`config.mk`:
```
export PLATFORM = sky130hd
export DESIGN_NAME = mem_sweep_reader
export DESIGN_NICKNAME = d
export VERILOG_FILES = /design/src/rtl/mem_sweep_pkg.sv /design/src/rtl/mem_sweep_lat_cnt.sv /design/src/rtl/mem_sweep_reader.sv
export SDC_FILE = /design/constraint.sdc
export NUM_CORES = 1
export LEC_CHECK = 0
export CAP_MARGIN = 0
export CORE_ASPECT_RATIO = 2
export CORE_UTILIZATION = 44
export DETAILED_ROUTE_END_ITERATION = 10
export HOLD_SLACK_MARGIN = 0.15
export PLACE_DENSITY_LB_ADDON = 0.25
export SETUP_SLACK_MARGIN = 0.05
export SLEW_MARGIN = 20
export SYNTH_ARGS = -nofsm -noshare
export SYNTH_HDL_FRONTEND = slang
export SYNTH_SLANG_ARGS = --single-unit
```
`constraint.sdc`:
```
create_clock -name clk -period 1.6 [get_ports clk]
set_input_delay 0.32 -clock clk [delete_from_list [all_inputs] [get_ports clk]]
set_output_delay 0.32 -clock clk [all_outputs]
set_load 0.02 [all_outputs]
```
`src/rtl/mem_sweep_pkg.sv`:
```
// Shared types and constants for the memory sweep reader and its helpers.
package mem_sweep_pkg;

    // Sequencer states: one read is issued, awaited and presented per word.
    typedef enum logic [2:0] {
        ST_IDLE    = 3'd0,
        ST_ISSUE   = 3'd1,
        ST_WAIT    = 3'd2,
        ST_PRESENT = 3'd3,
        ST_DONE    = 3'd4
    } mem_sweep_state_t;

    // Largest supported memory read latency in cycles.
    localparam int RD_LAT_MAX = 4;

    // Ceiling log2 (minimum 1) used to size the latency counter.
    function automatic int lat_cnt_width(input int max_count);
        int w;
        w = 1;
        while ((1 << w) < max_count) begin
            w = w + 1;
        end
        return w;
    endfunction

endpackage

```
`src/rtl/mem_sweep_lat_cnt.sv`:
```
// Read-latency counter: cleared while a read is issued, counts while waiting
// and flags the cycle in which returning read data must be captured.
module mem_sweep_lat_cnt
    import mem_sweep_pkg::*;
#(
    parameter int RD_LAT = 1
) (
    input  logic clk,
    input  logic reset,
    input  logic clear_i,
    input  logic enable_i,
    output logic expired_o
);

    localparam int                CNT_W = lat_cnt_width(RD_LAT_MAX);
    localparam logic [CNT_W-1:0]  LAST  = CNT_W'(RD_LAT - 1);

    logic [CNT_W-1:0] cnt_q;
    logic [CNT_W-1:0] cnt_d;

    // The counter parks on its last value so it never wraps while waiting.
    assign expired_o = (cnt_q == LAST);

    // Next-count logic: clear has priority over counting.
    always_comb begin
        cnt_d = cnt_q;
        if (clear_i) begin
            cnt_d = '0;
        end else if (enable_i && !expired_o) begin
            cnt_d = cnt_q + CNT_W'(1);
        end else begin
            cnt_d = cnt_q;
        end
    end

    // Counter register with asynchronous reset.
    always_ff @(posedge clk or posedge reset) begin
        if (reset) begin
            cnt_q <= '0;
        end else begin
            cnt_q <= cnt_d;
        end
    end

endmodule

```
`src/rtl/mem_sweep_reader.sv`:
```
// Memory sweep reader: on start, reads `length` consecutive words from a
// synchronous memory beginning at `base_addr` and streams each word out over
// a valid/ready handshake, then pulses done.
// Optional build macro MEM_SWEEP_CHECKSUM_EN adds a `checksum` output holding
// the modular sum of all words accepted during the current run.
module mem_sweep_reader
    import mem_sweep_pkg::*;
#(
    parameter int ADDR_W = 8,
    parameter int DATA_W = 8,
    parameter int RD_LAT = 1
) (
    input  logic              clk,
    input  logic              reset,
    input  logic              start,
    input  logic [ADDR_W-1:0] base_addr,
    input  logic [ADDR_W:0]   length,
    output logic [ADDR_W-1:0] mem_addr,
    output logic              mem_rd_en,
    input  logic [DATA_W-1:0] mem_rdata,
    output logic [DATA_W-1:0] out_data,
    output logic              out_valid,
    input  logic              out_ready,
    output logic              busy,
    output logic              done
`ifdef MEM_SWEEP_CHECKSUM_EN
    ,
    output logic [DATA_W-1:0] checksum
`endif
);

    mem_sweep_state_t  state_q,  state_d;
    logic [ADDR_W-1:0] addr_q,   addr_d;
    logic [ADDR_W:0]   remain_q, remain_d;
    logic              rd_en_q,  rd_en_d;
    logic [DATA_W-1:0] data_q,   data_d;
    logic              valid_q,  valid_d;
    logic              busy_q,   busy_d;
    logic              done_q,   done_d;
`ifdef MEM_SWEEP_CHECKSUM_EN
    logic [DATA_W-1:0] sum_q,    sum_d;
`endif

    logic lat_clear_s;
    logic lat_enable_s;
    logic lat_expired_s;

    // The counter restarts on every issued read so each wait is measured
    // from the edge that samples mem_rd_en.
    assign lat_clear_s  = (state_q == ST_ISSUE);
    assign lat_enable_s = (state_q == ST_WAIT);

    mem_sweep_lat_cnt #(
        .RD_LAT (RD_LAT)
    ) u_lat_cnt (
        .clk       (clk),
        .reset     (reset),
        .clear_i   (lat_clear_s),
        .enable_i  (lat_enable_s),
        .expired_o (lat_expired_s)
    );

    assign mem_addr  = addr_q;
    assign mem_rd_en = rd_en_q;
    assign out_data  = data_q;
    assign out_valid = valid_q;
    assign busy      = busy_q;
    assign done      = done_q;
`ifdef MEM_SWEEP_CHECKSUM_EN
    assign checksum  = sum_q;
`endif

    // Next-state and next-output logic; the strobe and done outputs are
    // computed one cycle ahead so they come straight from registers.
    always_comb begin
        state_d  = state_q;
        addr_d   = addr_q;
        remain_d = remain_q;
        rd_en_d  = 1'b0;
        data_d   = data_q;
        valid_d  = valid_q;
        busy_d   = busy_q;
        done_d   = 1'b0;
`ifdef MEM_SWEEP_CHECKSUM_EN
        sum_d    = sum_q;
`endif
        case (state_q)
            ST_IDLE: begin
                if (start) begin
                    addr_d   = base_addr;
                    remain_d = length;
                    busy_d   = 1'b1;
`ifdef MEM_SWEEP_CHECKSUM_EN
                    sum_d    = '0;
`endif
                    if (length == '0) begin
                        state_d = ST_DONE;
                        done_d  = 1'b1;
                    end else begin
                        state_d = ST_ISSUE;
                        rd_en_d = 1'b1;
                    end
                end else begin
                    state_d = ST_IDLE;
                end
            end
            ST_ISSUE: begin
                state_d = ST_WAIT;
            end
            ST_WAIT: begin
                if (lat_expired_s) begin
                    data_d  = mem_rdata;
                    valid_d = 1'b1;
                    state_d = ST_PRESENT;
                end else begin
                    state_d = ST_WAIT;
                end
            end
            ST_PRESENT: begin
                if (out_ready) begin
                    valid_d  = 1'b0;
                    remain_d = remain_q - (ADDR_W+1)'(1);
                    addr_d   = addr_q + ADDR_W'(1);
`ifdef MEM_SWEEP_CHECKSUM_EN
                    sum_d    = sum_q + data_q;
`endif
                    if (remain_q == (ADDR_W+1)'(1)) begin
                        state_d = ST_DONE;
                        done_d  = 1'b1;
                    end else begin
                        state_d = ST_ISSUE;
                        rd_en_d = 1'b1;
                    end
                end else begin
                    state_d = ST_PRESENT;
                end
            end
            ST_DONE: begin
                state_d = ST_IDLE;
                busy_d  = 1'b0;
            end
            default: begin
                state_d = ST_IDLE;
                valid_d = 1'b0;
                busy_d  = 1'b0;
            end
        endcase
    end

    // State and output registers; reset discards any in-flight read.
    always_ff @(posedge clk or posedge reset) begin
        if (reset) begin
            state_q  <= ST_IDLE;
            addr_q   <= '0;
            remain_q <= '0;
            rd_en_q  <= 1'b0;
            data_q   <= '0;
            valid_q  <= 1'b0;
            busy_q   <= 1'b0;
            done_q   <= 1'b0;
`ifdef MEM_SWEEP_CHECKSUM_EN
            sum_q    <= '0;
`endif
        end else begin
            state_q  <= state_d;
            addr_q   <= addr_d;
            remain_q <= remain_d;
            rd_en_q  <= rd_en_d;
            data_q   <= data_d;
            valid_q  <= valid_d;
            busy_q   <= busy_d;
            done_q   <= done_d;
`ifdef MEM_SWEEP_CHECKSUM_EN
            sum_q    <= sum_d;
`endif
        end
    end

endmodule

```
==> impl_results.html <==
<table>
<tr><th>Metric</th><th>Value</th></tr>
<tr><th colspan="2">Status</th></tr>
<tr><td>Run status</td><td>complete, but fails checks</td></tr>
<tr><td>Violated checks</td><td>negative setup slack</td></tr>
<tr><th colspan="2">Cells and area</th></tr>
<tr><td>Share of cells above drive strength 1</td><td>between 30 and 40%</td></tr>
<tr><td>Antenna diode instance count</td><td>0</td></tr>
<tr><td>Final net count</td><td>314</td></tr>
<tr><td>Final core utilization</td><td>74.14%</td></tr>
<tr><td>Count of placed standard cells in the final layout, fillers left out</td><td>334</td></tr>
<tr><td>Storage element area</td><td>852.1 um2</td></tr>
<tr><td>Area growth from synthesis to layout</td><td>62.01%</td></tr>
<tr><td>Multi-input gate area in the final layout</td><td>0.001061 mm2</td></tr>
<tr><td>Filler cell count in the final layout</td><td>between 200 and 300</td></tr>
<tr><th colspan="2">Pwr</th></tr>
<tr><td>Share of total power in sequential cells</td><td>25.1%</td></tr>
<tr><td>Total power density per cell area</td><td>roughly 2000 mW/mm2</td></tr>
<tr><td>Clk pwr share</td><td>a little over an eighth</td></tr>
<tr><td>VDD IR-drop max</td><td>1.455 mV</td></tr>
<tr><td>Combinational cell fraction of total power</td><td>61.7%</td></tr>
<tr><td>Net switching share of the total power</td><td>42.41%</td></tr>
<tr><td>Psw</td><td>0.002584 W</td></tr>
<tr><td>P_leak</td><td>1.335 nW</td></tr>
<tr><td>Internal power</td><td>between 0.003 and 0.004 W</td></tr>
<tr><th colspan="2">Critical path</th></tr>
<tr><td>WP data required</td><td>1.79 ns</td></tr>
<tr><td>R2r startpoint</td><td>remain_q[4]$_DFFE_PP0P_</td></tr>
<tr><td>Worst setup path class</td><td>reg -&gt; reg</td></tr>
<tr><td>Worst setup SP type</td><td>flop</td></tr>
<tr><td>Worst setup path start</td><td>remain_q[4]$_DFFE_PP0P_</td></tr>
<tr><td>Type of element capturing the critical path</td><td>flop</td></tr>
<tr><td>Max Fanout on Critical Path</td><td>2</td></tr>
<tr><td>Arr. time, crit path</td><td>1.84 ns</td></tr>
<tr><th colspan="2">Clocking</th></tr>
<tr><td>Number of sinks driven by the clock tree</td><td>34</td></tr>
<tr><td>Worst-Skew Late Latency</td><td>approximately 0.3 ns</td></tr>
<tr><td>TritonCTS clock tree</td><td>done</td></tr>
<tr><td>Deepest clock path buffer count</td><td>2</td></tr>
<tr><td>Root Buffer</td><td>clkbuf_8</td></tr>
<tr><td>H-Tree Level Count</td><td>2</td></tr>
<tr><td>Total CTS buffers</td><td>5</td></tr>
<tr><td>CTS clk-pin slew, worst paths</td><td>0.08 ns</td></tr>
<tr><th colspan="2">Flow run</th></tr>
<tr><td>Max-capacitance violation count</td><td>0</td></tr>
<tr><th colspan="2">STA</th></tr>
<tr><td>Hold_ws</td><td>roughly 0.35 ns</td></tr>
<tr><td>Max transition margin</td><td>66.54%</td></tr>
<tr><td>Final-report max-slew violation count</td><td>0</td></tr>
<tr><td>Setup total negative slack</td><td>-0.1265 ns</td></tr>
<tr><td>Unrepaired setup endpoints after global routing</td><td>true</td></tr>
<tr><td>Maximum frequency from static timing analysis</td><td>604.5 MHz</td></tr>
<tr><td>Setup violators final</td><td>3</td></tr>
<tr><td>Min cycle time layout</td><td>1.654 ns</td></tr>
<tr><td>Final cycle utilization of the critical path</td><td>103.4%</td></tr>
<tr><td>Worst setup skew after layout</td><td>around 0.011 ns</td></tr>
<tr><td>Fin worst setup slack</td><td>-0.05437 ns</td></tr>
<tr><td>Actual transition at the worst max-transition pin</td><td>0.4980 ns</td></tr>
<tr><td>Number of hold violations in the final report</td><td>0</td></tr>
<tr><th colspan="2">Floorplan</th></tr>
<tr><td>Total I/O pin count</td><td>just under 50</td></tr>
<tr><td>Area of the die</td><td>around 0.0045 mm2</td></tr>
<tr><td>Core Box Area</td><td>0.004088 mm2</td></tr>
<tr><td>Die span in y</td><td>approximately 94 um</td></tr>
<tr><td>Effective utilization at floorplan</td><td>45.76%</td></tr>
<tr><td>Number of placement rows</td><td>33</td></tr>
<tr><td>Horiz. Die Dim</td><td>48.11 um</td></tr>
<tr><th colspan="2">Routing</th></tr>
<tr><td>1st-iter DRT viols</td><td>49</td></tr>
<tr><td>Number of iterations in the first detailed-routing pass</td><td>6</td></tr>
<tr><td>Post-route DRC violation count</td><td>0</td></tr>
<tr><td>Average detailed-routed wire length per instance</td><td>17.85 um</td></tr>
<tr><td>Post-DRT Antenna Nets</td><td>0</td></tr>
<tr><td>Wirelength, routed</td><td>5961 um</td></tr>
<tr><td>Vias after detailed routing</td><td>1951</td></tr>
<tr><td>Vias per cell</td><td>~6</td></tr>
<tr><th colspan="2">Yosys</th></tr>
<tr><td>Post-synth top area cell</td><td>dfrtp_1</td></tr>
<tr><td>Share of Yosys cell area claimed by the top area cell type</td><td>45.48%</td></tr>
<tr><td>Avg Inst Size Synth</td><td>9.897 um2</td></tr>
<tr><td>Register bit count reported by yosys</td><td>34</td></tr>
<tr><td>Synth Warn #</td><td>0</td></tr>
<tr><td>Mapped Cells</td><td>189</td></tr>
<tr><td>Netlist area before placement</td><td>0.001871 mm2</td></tr>
<tr><td>Syn_nets</td><td>approximately 220</td></tr>
<tr><td>Leading cell types by total area after synthesis</td><td>dfrtp_1 (45%), mux2_2 (4.8%), o21ai_0 (4.5%), a21oi_1 (4.0%), ha_1 (2.7%)</td></tr>
<tr><td>Count of unique library cells instantiated by Yosys</td><td>47</td></tr>
<tr><td>Share of the yosys chip area belonging to registers</td><td>45.48%</td></tr>
<tr><th colspan="2">Placed design</th></tr>
<tr><td>DP Wirelength</td><td>about 3700 um</td></tr>
<tr><td>Placed Cells</td><td>312</td></tr>
<tr><td>Number of I/O port buffers</td><td>48</td></tr>
<tr><td>Routability congestion estimate</td><td>0.8518</td></tr>
<tr><th colspan="2">Global routing</th></tr>
<tr><td>Number of global-route vias before repair</td><td>1842</td></tr>
<tr><td>Number of antenna violations at the first check in global routing</td><td>0</td></tr>
<tr><td>Largest net degree at the start of global routing</td><td>35</td></tr>
<tr><td>First-pass GRT wire length</td><td>8445 um</td></tr>
<tr><td>Remaining global-route overflow</td><td>0</td></tr>
<tr><td>Global routing usage summed across all routing layers</td><td>27.01%</td></tr>
<tr><th colspan="2">Min path</th></tr>
<tr><td>Type of the most critical hold path</td><td>in -&gt; async</td></tr>
</table>
worst max-delay path: stages, from the launching register on:
cell	delay, ns
dfrtp_1	0.38
or4_4	0.57
buf_4	0.17
o31a_1	0.23
o21ai_1	0.11
o21ai_1	0.08
cell usage after synthesis, drive strengths merged:
cell     number
a211o         1
o21ai        24
nand4b        1
nor4b         1
a21oi        17
ha            4
a21o          1
or3b          1
clkbuf        3
mux2          8
nor4          3
nor3b         2
o211a         1
a2bb2oi       2
inv           9
nand3        10
o211ai        2
dfrtp        34
o32ai         2
mux2i         1
o2bb2ai       3
nor3          6
a31oi         3
nand3b        2
buf           9
nor2          8
o31a          1
nand2b        2
a31o          1
or4           1
o22ai         3
and3          2
and3b         1
or2b          1
a32oi         1
a22oi         4
nand2        13
or3           1
cells in the final DEF, fill, tap and decap left out, types with 9 or more instances in the layout:
cell	n
o21ai_1	9
clkdlybuf4s50_1	27
a21oi_1	13
dfrtp_1	33
buf_4	35
dlygate4sd2_1	19
o21ai_0	10
nand2_1	13
repair_timing:
action                                  CTS  global route
hold buffers                              0             0
resized for setup                        41            29
buffers inserted                          7             3
cloned                                    3             2
endpoints found under the setup margin   47            31
pin swaps                                 8            10
registers in the layout, summed over array words and instances (netlist names):
register         count
remain_q             9
mem_addr             8
out_data             8
state_q              3
u_lat_cnt.cnt_q      2
busy                 1
done                 1
mem_rd_en            1
out_valid            1
worst paths after layout:
path	endpoint	slack [ns]	depth (start not counted)
max in group asynchronous	state_q[1]$_DFF_PP0_	1.04	3
worst min-delay path	out_data[5]$_DFFE_PP0P_	0.35	3
worst max register to register	remain_q[8]$_DFFE_PP0P_	-0.05	5
worst min register to register	out_data[1]$_DFFE_PP0P_	0.51	1
min in group clk	out_data[1]$_DFFE_PP0P_	0.51	1
worst max-delay path	remain_q[8]$_DFFE_PP0P_	-0.05	5
per-layer routing:
| layer | wire length [um] | global-route usage [%] | vias up |
|---|---|---|---|
| met5 | 0 | 0 | - |
| met4 | 408 | 18.52 | 0 |
| met3 | 235 | 5.962 | 32 |
| met2 | 3329 | 45.61 | 88 |
| met1 | 1989 | 26.81 | 945 |
| li1 | - | - | 886 |
area by class of cell:
type / count / share of cell area (%)
Clock inverter: 3 / 1.486
Tap cell: 52 / 2.147
Clock buffer: 5 / 2.271
Multi-Input combinational cell: 136 / 35.01
Sequential cell: 34 / 28.12
Inverter: 9 / 1.115
Timing Repair Buffer: 95 / 29.85
power groups by stage:
| stage | clock, W | combinational (W) | sequential [W] |
|---|---|---|---|
| final | 0.000806 | 0.00376 | 0.00153 |
| after global placement | 0 | 0.00301 | 0.00150 |
| after CTS | 0.000814 | 0.00323 | 0.00150 |
| after floorplan | 0 | 0.00153 | 0.00180 |
| after detailed placement | 0 | 0.00306 | 0.00152 |
| after global routing | 0.000855 | 0.00401 | 0.00158 |
metrics by stage:
step / worst slack, ns / total power [W] / cell area (um2)
2_1_floorplan: 0.007082 / 0.003334 / 1877
3_3_place_gp: -0.3540 / 0.004512 / 2620
3_5_place_dp: -0.3984 / 0.004572 / 2620
4_1_cts: -0.05565 / 0.005545 / 2848
5_1_grt: -0.1078 / 0.006445 / 3030
6_report: -0.05437 / 0.006094 / 3030
logic make-up (layout without fill, tap and decap cells):
family	Yosys count	count (layout)	synth area share (%)
flip-flops	34	34	45.49
AO/OA/AOI/OAI	66	68	23.61
adder cells (fa/ha/maj)	4	4	2.676
buffers and inverters	21	112	6.622
AND/OR/NAND/NOR	55	55	16.25
multiplexers	9	9	5.351
Note: power is estimated with default switching activity, not from simulation.
